$ cat config.mk
export PLATFORM = sky130hd
export DESIGN_NAME = board_operand_loader
export DESIGN_NICKNAME = d
export VERILOG_FILES = /design/src/rtl/board_operand_loader.sv
export SDC_FILE = /design/constraint.sdc
export NUM_CORES = 1
export LEC_CHECK = 0
export ABC_CLOCK_PERIOD_IN_PS = 12230
export BUFFER_PORTS_ARGS = -buffer_cell sky130_fd_sc_hd__buf_2
export CAP_MARGIN = 20
export CORE_UTILIZATION = 55
export CTS_CLUSTER_DIAMETER = 150
export DETAILED_ROUTE_END_ITERATION = 8
export PLACE_DENSITY_LB_ADDON = 0.3
export REMOVE_ABC_BUFFERS = 1
export SYNTH_ARGS = -nofsm -noshare
export SYNTH_HDL_FRONTEND = slang
export SYNTH_SLANG_ARGS = --single-unit
$ cat constraint.sdc
create_clock -name clk -period 12.23 [get_ports clk]
set_input_delay 0.6115 -clock clk [delete_from_list [all_inputs] [get_ports clk]]
set_output_delay 0.6115 -clock clk [all_outputs]
set_load 0.05 [all_outputs]
$ cat src/rtl/board_operand_loader.sv
// board_operand_loader: synchronises and debounces the board buttons and switches, then loads the shift-unit operands on debounced presses.
// Optional feature macro: LOADER_CLEAR_EN (swb[2] clears all operands).  Rev 1.0
`default_nettype none

module board_operand_loader #(
    parameter int DEBOUNCE_CYCLES = 100000,
    parameter int CNT_W           = 17
) (
    input  logic        clk,
    input  logic        rst,
    input  logic [31:0] sw,
    input  logic [5:0]  swb,
    output logic [31:0] shift_data,
    output logic [7:0]  shift_num,
    output logic [2:0]  shift_op,
    output logic        carry_flag,
    output logic        upd,
    output logic [3:0]  upd_src,
    output logic [5:0]  btn_state
);

    localparam logic [1:0] c_st_rel  = 2'd0;
    localparam logic [1:0] c_st_pchk = 2'd1;
    localparam logic [1:0] c_st_held = 2'd2;
    localparam logic [1:0] c_st_rchk = 2'd3;

    // Level changes are accepted on the DEBOUNCE_CYCLES-th consecutive sample,
    // counting the sample that left the stable state.
    localparam logic [CNT_W-1:0] c_cnt_last = CNT_W'(DEBOUNCE_CYCLES - 2);
    localparam logic [CNT_W-1:0] c_cnt_one  = CNT_W'(1);

    logic [5:0]  swb_s1_q;
    logic [5:0]  swb_s2_q;
    logic [31:0] sw_s1_q;
    logic [31:0] sw_s2_q;

    always_ff @(posedge clk or posedge rst) begin
        if (rst) begin
            swb_s1_q <= '0;
            swb_s2_q <= '0;
            sw_s1_q  <= '0;
            sw_s2_q  <= '0;
        end else begin
            swb_s1_q <= swb;
            swb_s2_q <= swb_s1_q;
            sw_s1_q  <= sw;
            sw_s2_q  <= sw_s1_q;
        end
    end

    logic [5:0] w_press;

    for (genvar i = 0; i < 6; i++) begin : g_btn
        logic [1:0]       state_q;
        logic [1:0]       state_d;
        logic [CNT_W-1:0] cnt_q;
        logic [CNT_W-1:0] cnt_d;
        logic             press_q;
        logic             press_d;
        logic             lvl;

        assign lvl = swb_s2_q[i];

        always_comb begin
            state_d = state_q;
            cnt_d   = cnt_q;
            press_d = 1'b0;
            case (state_q)
                c_st_rel: begin
                    if (lvl) begin
                        cnt_d   = '0;
                        state_d = c_st_pchk;
                    end
                end
                c_st_pchk: begin
                    if (!lvl) begin
                        state_d = c_st_rel;
                    end else begin
                        cnt_d = cnt_q + c_cnt_one;
                        if (cnt_q == c_cnt_last) begin
                            state_d = c_st_held;
                            press_d = 1'b1;
                        end
                    end
                end
                c_st_held: begin
                    if (!lvl) begin
                        cnt_d   = '0;
                        state_d = c_st_rchk;
                    end
                end
                default: begin
                    if (lvl) begin
                        state_d = c_st_held;
                    end else begin
                        cnt_d = cnt_q + c_cnt_one;
                        if (cnt_q == c_cnt_last) begin
                            state_d = c_st_rel;
                        end
                    end
                end
            endcase
        end

        always_ff @(posedge clk or posedge rst) begin
            if (rst) begin
                state_q <= c_st_rel;
                cnt_q   <= '0;
                press_q <= 1'b0;
            end else begin
                state_q <= state_d;
                cnt_q   <= cnt_d;
                press_q <= press_d;
            end
        end

        assign w_press[i]   = press_q;
        assign btn_state[i] = (state_q == c_st_held) || (state_q == c_st_rchk);
    end

    logic [31:0] shift_data_q, shift_data_d;
    logic [7:0]  shift_num_q,  shift_num_d;
    logic [2:0]  shift_op_q,   shift_op_d;
    logic        carry_flag_q, carry_flag_d;
    logic        upd_q,        upd_d;
    logic [3:0]  upd_src_q,    upd_src_d;
    logic [3:0]  w_src;

`ifdef LOADER_CLEAR_EN
    assign w_src = {w_press[2], w_press[5], w_press[1], w_press[0]};
    logic unused_press;
    assign unused_press = ^w_press[4:3];
`else
    assign w_src = {1'b0, w_press[5], w_press[1], w_press[0]};
    logic unused_press;
    assign unused_press = ^w_press[4:2];
`endif

    always_comb begin
        shift_data_d = shift_data_q;
        shift_num_d  = shift_num_q;
        shift_op_d   = shift_op_q;
        carry_flag_d = carry_flag_q;
        if (w_src[0]) begin
            shift_data_d = sw_s2_q;
        end
        if (w_src[1]) begin
            shift_num_d = sw_s2_q[31:24];
            shift_op_d  = sw_s2_q[23:21];
        end
        if (w_src[2]) begin
            carry_flag_d = ~carry_flag_q;
        end
        // Clear wins over every other simultaneous load.
        if (w_src[3]) begin
            shift_data_d = '0;
            shift_num_d  = '0;
            shift_op_d   = '0;
            carry_flag_d = 1'b0;
        end
        upd_d     = |w_src;
        upd_src_d = w_src;
    end

    always_ff @(posedge clk or posedge rst) begin
        if (rst) begin
            shift_data_q <= '0;
            shift_num_q  <= '0;
            shift_op_q   <= '0;
            carry_flag_q <= 1'b0;
            upd_q        <= 1'b0;
            upd_src_q    <= '0;
        end else begin
            shift_data_q <= shift_data_d;
            shift_num_q  <= shift_num_d;
            shift_op_q   <= shift_op_d;
            carry_flag_q <= carry_flag_d;
            upd_q        <= upd_d;
            upd_src_q    <= upd_src_d;
        end
    end

    assign shift_data = shift_data_q;
    assign shift_num  = shift_num_q;
    assign shift_op   = shift_op_q;
    assign carry_flag = carry_flag_q;
    assign upd        = upd_q;
    assign upd_src    = upd_src_q;

endmodule

`default_nettype wire

======== Word level (Yosys, flattened, before mapping) ========
Index checks and enable logic that the tools add are counted.
storage, ports and cells
  bits in registers ....................... 241
  input bits .............................. 40
  output and inout port bits .............. 55
operators by class
  add/subtract/negate cells ............... 6
  equality and inequality tests ........... 54
  muxes and demuxes ....................... 81
  bitwise gates (word level) .............. 1
  reductions and logical operators ........ 31
operators by type and width
  operator                                                         count
  17-bit 2-to-1 mux                                                24
  17-bit one-hot mux with 3 select lines                           6
  17-bit by 1-bit adder with 17-bit output, second input constant  6
  17-bit == test, second input constant                            6
  2-bit 2-to-1 mux                                                 36
  4-bit AND reduction                                              12
  2-bit != test, second input constant                             18
  2-bit one-hot mux with 3 select lines                            6
  2-bit == test, second input constant                             12
  4-bit nonzero test                                               6
  3-bit by 1-bit != test with 1-bit output, second input constant  6
  3-bit != test, second input constant                             6
  2-bit by 1-bit == test with 1-bit output, second input constant  6
  2-bit logical NOT                                                6
  1-bit 2-to-1 mux                                                 9
  1-bit logical OR                                                 6
  3-bit OR reduction                                               1
  1-bit inverter                                                   1

======== Logic depth before layout (Yosys ltp) ========
  word-level depth ........................ 4
  depth in mapped cells ................... 9
  gate-level depth less buffers ........... 7

======== Worst setup path before layout ========
No wires, ideal clock.
  kind .................................... reg2reg
  from .................................... reg g_btn[2].state_q[0]
  to ...................................... reg g_btn[2].cnt_q[16]
  setup time .............................. 0.077 ns
  arrival time ............................ 2.092 ns
  required time ........................... 12.153 ns
  path slack .............................. 10.061 ns
  cell stages (with the launch flop) ...... 8
  path buffers ............................ 0
  clock period less this slack ............ 2.169 ns
  cell sequence ........................... dfrtp_1 -> inv_1 -> ha_1 -> nor2_1 -> o2111ai_2 -> or4_1 -> or3_1 -> a21oi_1
between the ends
  cells in the longest elaborated chain, start to end .. 3
  elaborated cells between the ends (all ways) .. 9
  classes of those cells .................. eq/ne (6); mux (1); reduce/logical (2)
ends and longest elaborated chain
  item                                                                                               RTL line  text
  start: declaration                                                                                 54        logic [1:0] state_q;
  start signal: assignment                                                                           107       state_q <= c_st_rel;
  start signal: assignment                                                                           111       state_q <= state_d;
  2-bit by 1-bit == test with 1-bit output (tied with other cells)                                   n/a
  3-bit by 1-bit != test with 1-bit output (no source line) / 2-bit != test (equally long branches)  n/a
  4-bit AND reduction (no source line)                                                               n/a
  end signal: assignment                                                                             112       cnt_q <= cnt_d;
  end: declaration                                                                                   56        logic [CNT_W-1:0] cnt_q;
Parallel ways exist; a longest one is shown, timed or not.
A chain may end at the register's enable or synchronous reset.

======== Worst setup path after layout ========
  from .................................... reg g_btn[5].state_q[0]
  to ...................................... reg g_btn[5].cnt_q[12]
between the ends
  cells in the longest elaborated chain, start to end .. 3
  elaborated cells between the ends (all ways) .. 9
  classes of those cells .................. eq/ne (6); mux (1); reduce/logical (2)
ends and longest elaborated chain
  item                                                                                               RTL line  text
  start: declaration                                                                                 54
  start signal: assignment                                                                           107
  start signal: assignment                                                                           111
  2-bit by 1-bit == test with 1-bit output (tied with other cells)                                   68        case (state_q)
  3-bit by 1-bit != test with 1-bit output (no source line) / 2-bit != test (equally long branches)  n/a
  4-bit AND reduction (no source line)                                                               n/a
  end signal: assignment                                                                             112
  end: declaration                                                                                   56
Parallel ways exist; a longest one is shown, timed or not.

==> metrics.txt <==
fmax around 0.38 GHz; fin crit share 0.2163; Yosys top cell area share 0.5766; Total GRT Usage 0.2068; port bufs 93; RR Endpoint g_btn[5].cnt_q[12]; WL/cell 15.26 um; clock power share 0.338; Hold Fails Final Rpt 0; crit start category flop; DRT iter0 DRCs roughly 430; clock root cell clkbuf_16; post-synth cell types 59; DR vias/cell about 5.5; hold slack roughly 170 ps; Mean Syn Cell Area ~11 um2; Comb pwr share 0.255; Syn-to-layout area delta 14.73%; WP data arrival around 3000 ps; Worst Skew roughly 11 ps; CTS buffer count 25; Worst-path clk slew 60 ps; status finished, final reports clean; Netlist Area Pre-Place approximately 10000 um2; largest net degree at the start of global routing a little under 90; global route total overflow 0; Crit. Startpoint g_btn[5].state_q[0]; post_cts resized 0; Sw Share 0.3309; Pint between 1500 and 2000 uW; flop2flop setup slack 9580 ps; CTS tree built; largest family of logic cells by synthesized area simple AND/OR/NAND/NOR gates; core area 18640 um2; Rows 50; depth of the worst register-to-register path 7; simple-gate share of the synthesized area 0.1777; die width around 140 um; crit-path max FO 13; Post-Synth XOR/XNOR Area 0.05694; Via Count ~7000; global-route wire length before repair 33140 um; Async S/R FF share, synth 1.000; PD cells 190.2 nW/um2; min-delay worst type input pin to asynchronous set/reset pin; register share of total power 0.407; Clock Sinks between 200 and 250; number of global-route vias before repair between 6000 and 7000; Sw Pwr 755.0 uW; FILL cells between 1000 and 1500; Most used DFF post-synth dfrtp_1; setup tns final 0 ps; Cells after Synth between 900 and 1000; # hold bufs at CTS 0; compound-cell area share of the yosys netlist 0.07178; Synth area leaders dfrtp_1 (58%), mux2_2 (4.7%), ha_1 (4.3%); worst setup path class flop to flop; H-tree levels 1; Remaining DRCs 0; GPL Wtd Cong ~0.84; minimum clock period after layout ~2600 ps; CTS Buffer Depth 3; max cap viols 0; share of post-route cells with drive strength above 1 0.2014; die height between 100 and 150 um; Slew HR 0.3167; Worst setup endpoint g_btn[5].cnt_q[12]; 1st-pass router iterations 5; initial antenna violation count 0; Ys Warns 0; leakage between 0.005 and 0.006 uW; Post-synth EDFFs 0; ANT nets after route 0; final wirelength between 15000 and 20000 um; RSZ-0062 raised after global routing false; CP Data Required Time roughly 13000 ps; Slew @ Worst Pin 1014 ps; number of setup buffers added after CTS 0; mux contribution to synthesized area 0.05312; Critical Path, Cell by Cell inv_1, ha_1, nand2b_1, o21bai_1, nand3_1, or3_1, a21oi_1; worst reg2reg path startpoint g_btn[5].state_q[0]; adder-cell share of the synthesized area 0.04307; nets@finish approximately 1100; critical path's largest stage delay 680 ps; Critical-path top delay cell o21bai_1; Clk Latency, worst-skew pair ~520 ps; critical path capture point type flop; initial core utilization 0.5610; Synth area leader dfrtp_1; die area approximately 20000 um2; register bit total from synthesis approximately 240; Max VDD drop 136.2 uV; post-synthesis sequential area ratio 0.5766; final setup vio count 0; antenna cell count 0; max-slew violations 0; dpl hpwl 12840 um; Top Ports 95
-- how the worst min path moves through the flow --
stage	slack [ps]	endpoint	cells past startpoint	startpoint
6_report	170	sw_s1_q[25]	2	rst
5_1_grt	170	sw_s1_q[28]	1	sw[28]
4_1_cts	170	sw_s1_q[15]	1	sw[15]
3_5_place_dp	330	sw_s2_q[2]	0	sw_s1_q[2]
3_3_place_gp	330	sw_s2_q[8]	0	sw_s1_q[8]
2_1_floorplan	330	sw_s2_q[0]	0	sw_s1_q[0]
-- power groups by stage --
stage               Clock [uW]  Sequential [uW]  Combinational [uW]
finish                     772              928                 581
global placement             0              938                 563
detailed placement           0              941                 580
floorplan                    0              925                 452
CTS                        792              928                 584
global route               822              939                 659
-- cells in the mapped netlist, types with 2 or more instances --
cell type / instances
dfrtp_1: 241
nor2_1: 95
o21ai_0: 51
nand2_1: 47
mux2_2: 44
xor2_1: 38
nand4_1: 37
ha_1: 36
inv_1: 31
nand3_1: 30
xnor2_1: 30
nor3_1: 24
clkbuf_1: 23
and3_1: 18
a21oi_1: 16
or3_1: 14
nor4_1: 13
nor2b_1: 12
o31ai_1: 12
or2_2: 12
and4_1: 10
nand2b_1: 9
and2_1: 8
mux2i_1: 6
a31oi_1: 5
o211ai_1: 5
nor3b_1: 4
nor4b_1: 4
nor4bb_1: 3
or3b_2: 3
a211o_1: 2
a32o_1: 2
and4b_1: 2
o211a_1: 2
o21a_1: 2
o31a_1: 2
o41ai_1: 2
or4_1: 2
-- cell usage in the layout, fill, tap and decap left out, types with 14 or more instances in the layout --
master     instances
mux2_2            44
xor2_1            38
nand2_1           47
and3_1            18
buf_2             93
clkbuf_16         25
nand3_1           30
inv_1             30
a21oi_1           16
nand4_1           37
xnor2_1           30
o21ai_0           51
ha_1              36
nor2_1            95
nor3_1            24
dfrtp_1          240
or3_1             14
-- registers in the layout, indices dropped and copies added, names as in the netlist, named ones only --
| register | count |
|---|---|
| swb_s1_q | 6 |
| carry_flag | 1 |
| sw_s2_q | 32 |
| shift_op | 3 |
| shift_num | 8 |
| g_btn.cnt_q | 102 |
| g_btn.state_q | 6 |
| swb_s2_q | 6 |
| upd | 1 |
| shift_data | 32 |
| upd_src | 3 |
| sw_s1_q | 32 |
| g_btn.press_q | 3 |
-- area by class of cell --
type	count	area, um2	share of cell area
Clock inverter	12	146.4	0.01220
Inverter	31	123.9	0.01032
Timing Repair Buffer	96	488.0	0.04067
Tap cell	234	292.8	0.02440
Clock buffer	32	701.9	0.05850
Multi-Input combinational cell	621	4214	0.3512
Sequential cell	241	6032	0.5027
-- critical path, delay by kind of cell, from the launching register on --
| kind | cells | cell delay [ps] |
|---|---|---|
| AND/OR/NAND/NOR | 3 | 920 |
| flip-flops | 1 | 440 |
| adder cells (fa/ha/maj) | 1 | 280 |
| buffers and inverters | 1 | 100 |
| AO/OA/AOI/OAI | 2 | 820 |
-- logic make-up (layout without fill, tap and decap cells) --
kind of cell    Yosys count  in the layout
xor+xnor                 68             68
compound gates          115            115
mux                      50             50
flops                   241            241
other cells               1              1
fa+ha+maj                36             36
buf+inv                  56            171
simple gates            351            351
-- metal layers --
layer  wire (um)  GRT usage
met5           0          0
met4         376    0.06304
met3         901    0.03248
met1        9292     0.3033
met2        8761     0.3189
-- metrics by stage --
| step | worst slack, ps | utilization | cell area [um2] | instances | power (uW) |
|---|---|---|---|---|---|
| after detailed placement | 9621 | 0.5977 | 11140 | 1222 | 1521 |
| after global routing | 9352 | 0.6436 | 12000 | 1267 | 2420 |
| final | 9584 | 0.6436 | 12000 | 1267 | 2282 |
| after floorplan | 5002 | - | 10360 | 893 | 1377 |
| after CTS | 9616 | 0.6432 | 11990 | 1266 | 2304 |
| after global placement | 9716 | 0.5977 | 11140 | 1222 | 1501 |
Power figures use the tool's default switching activity.
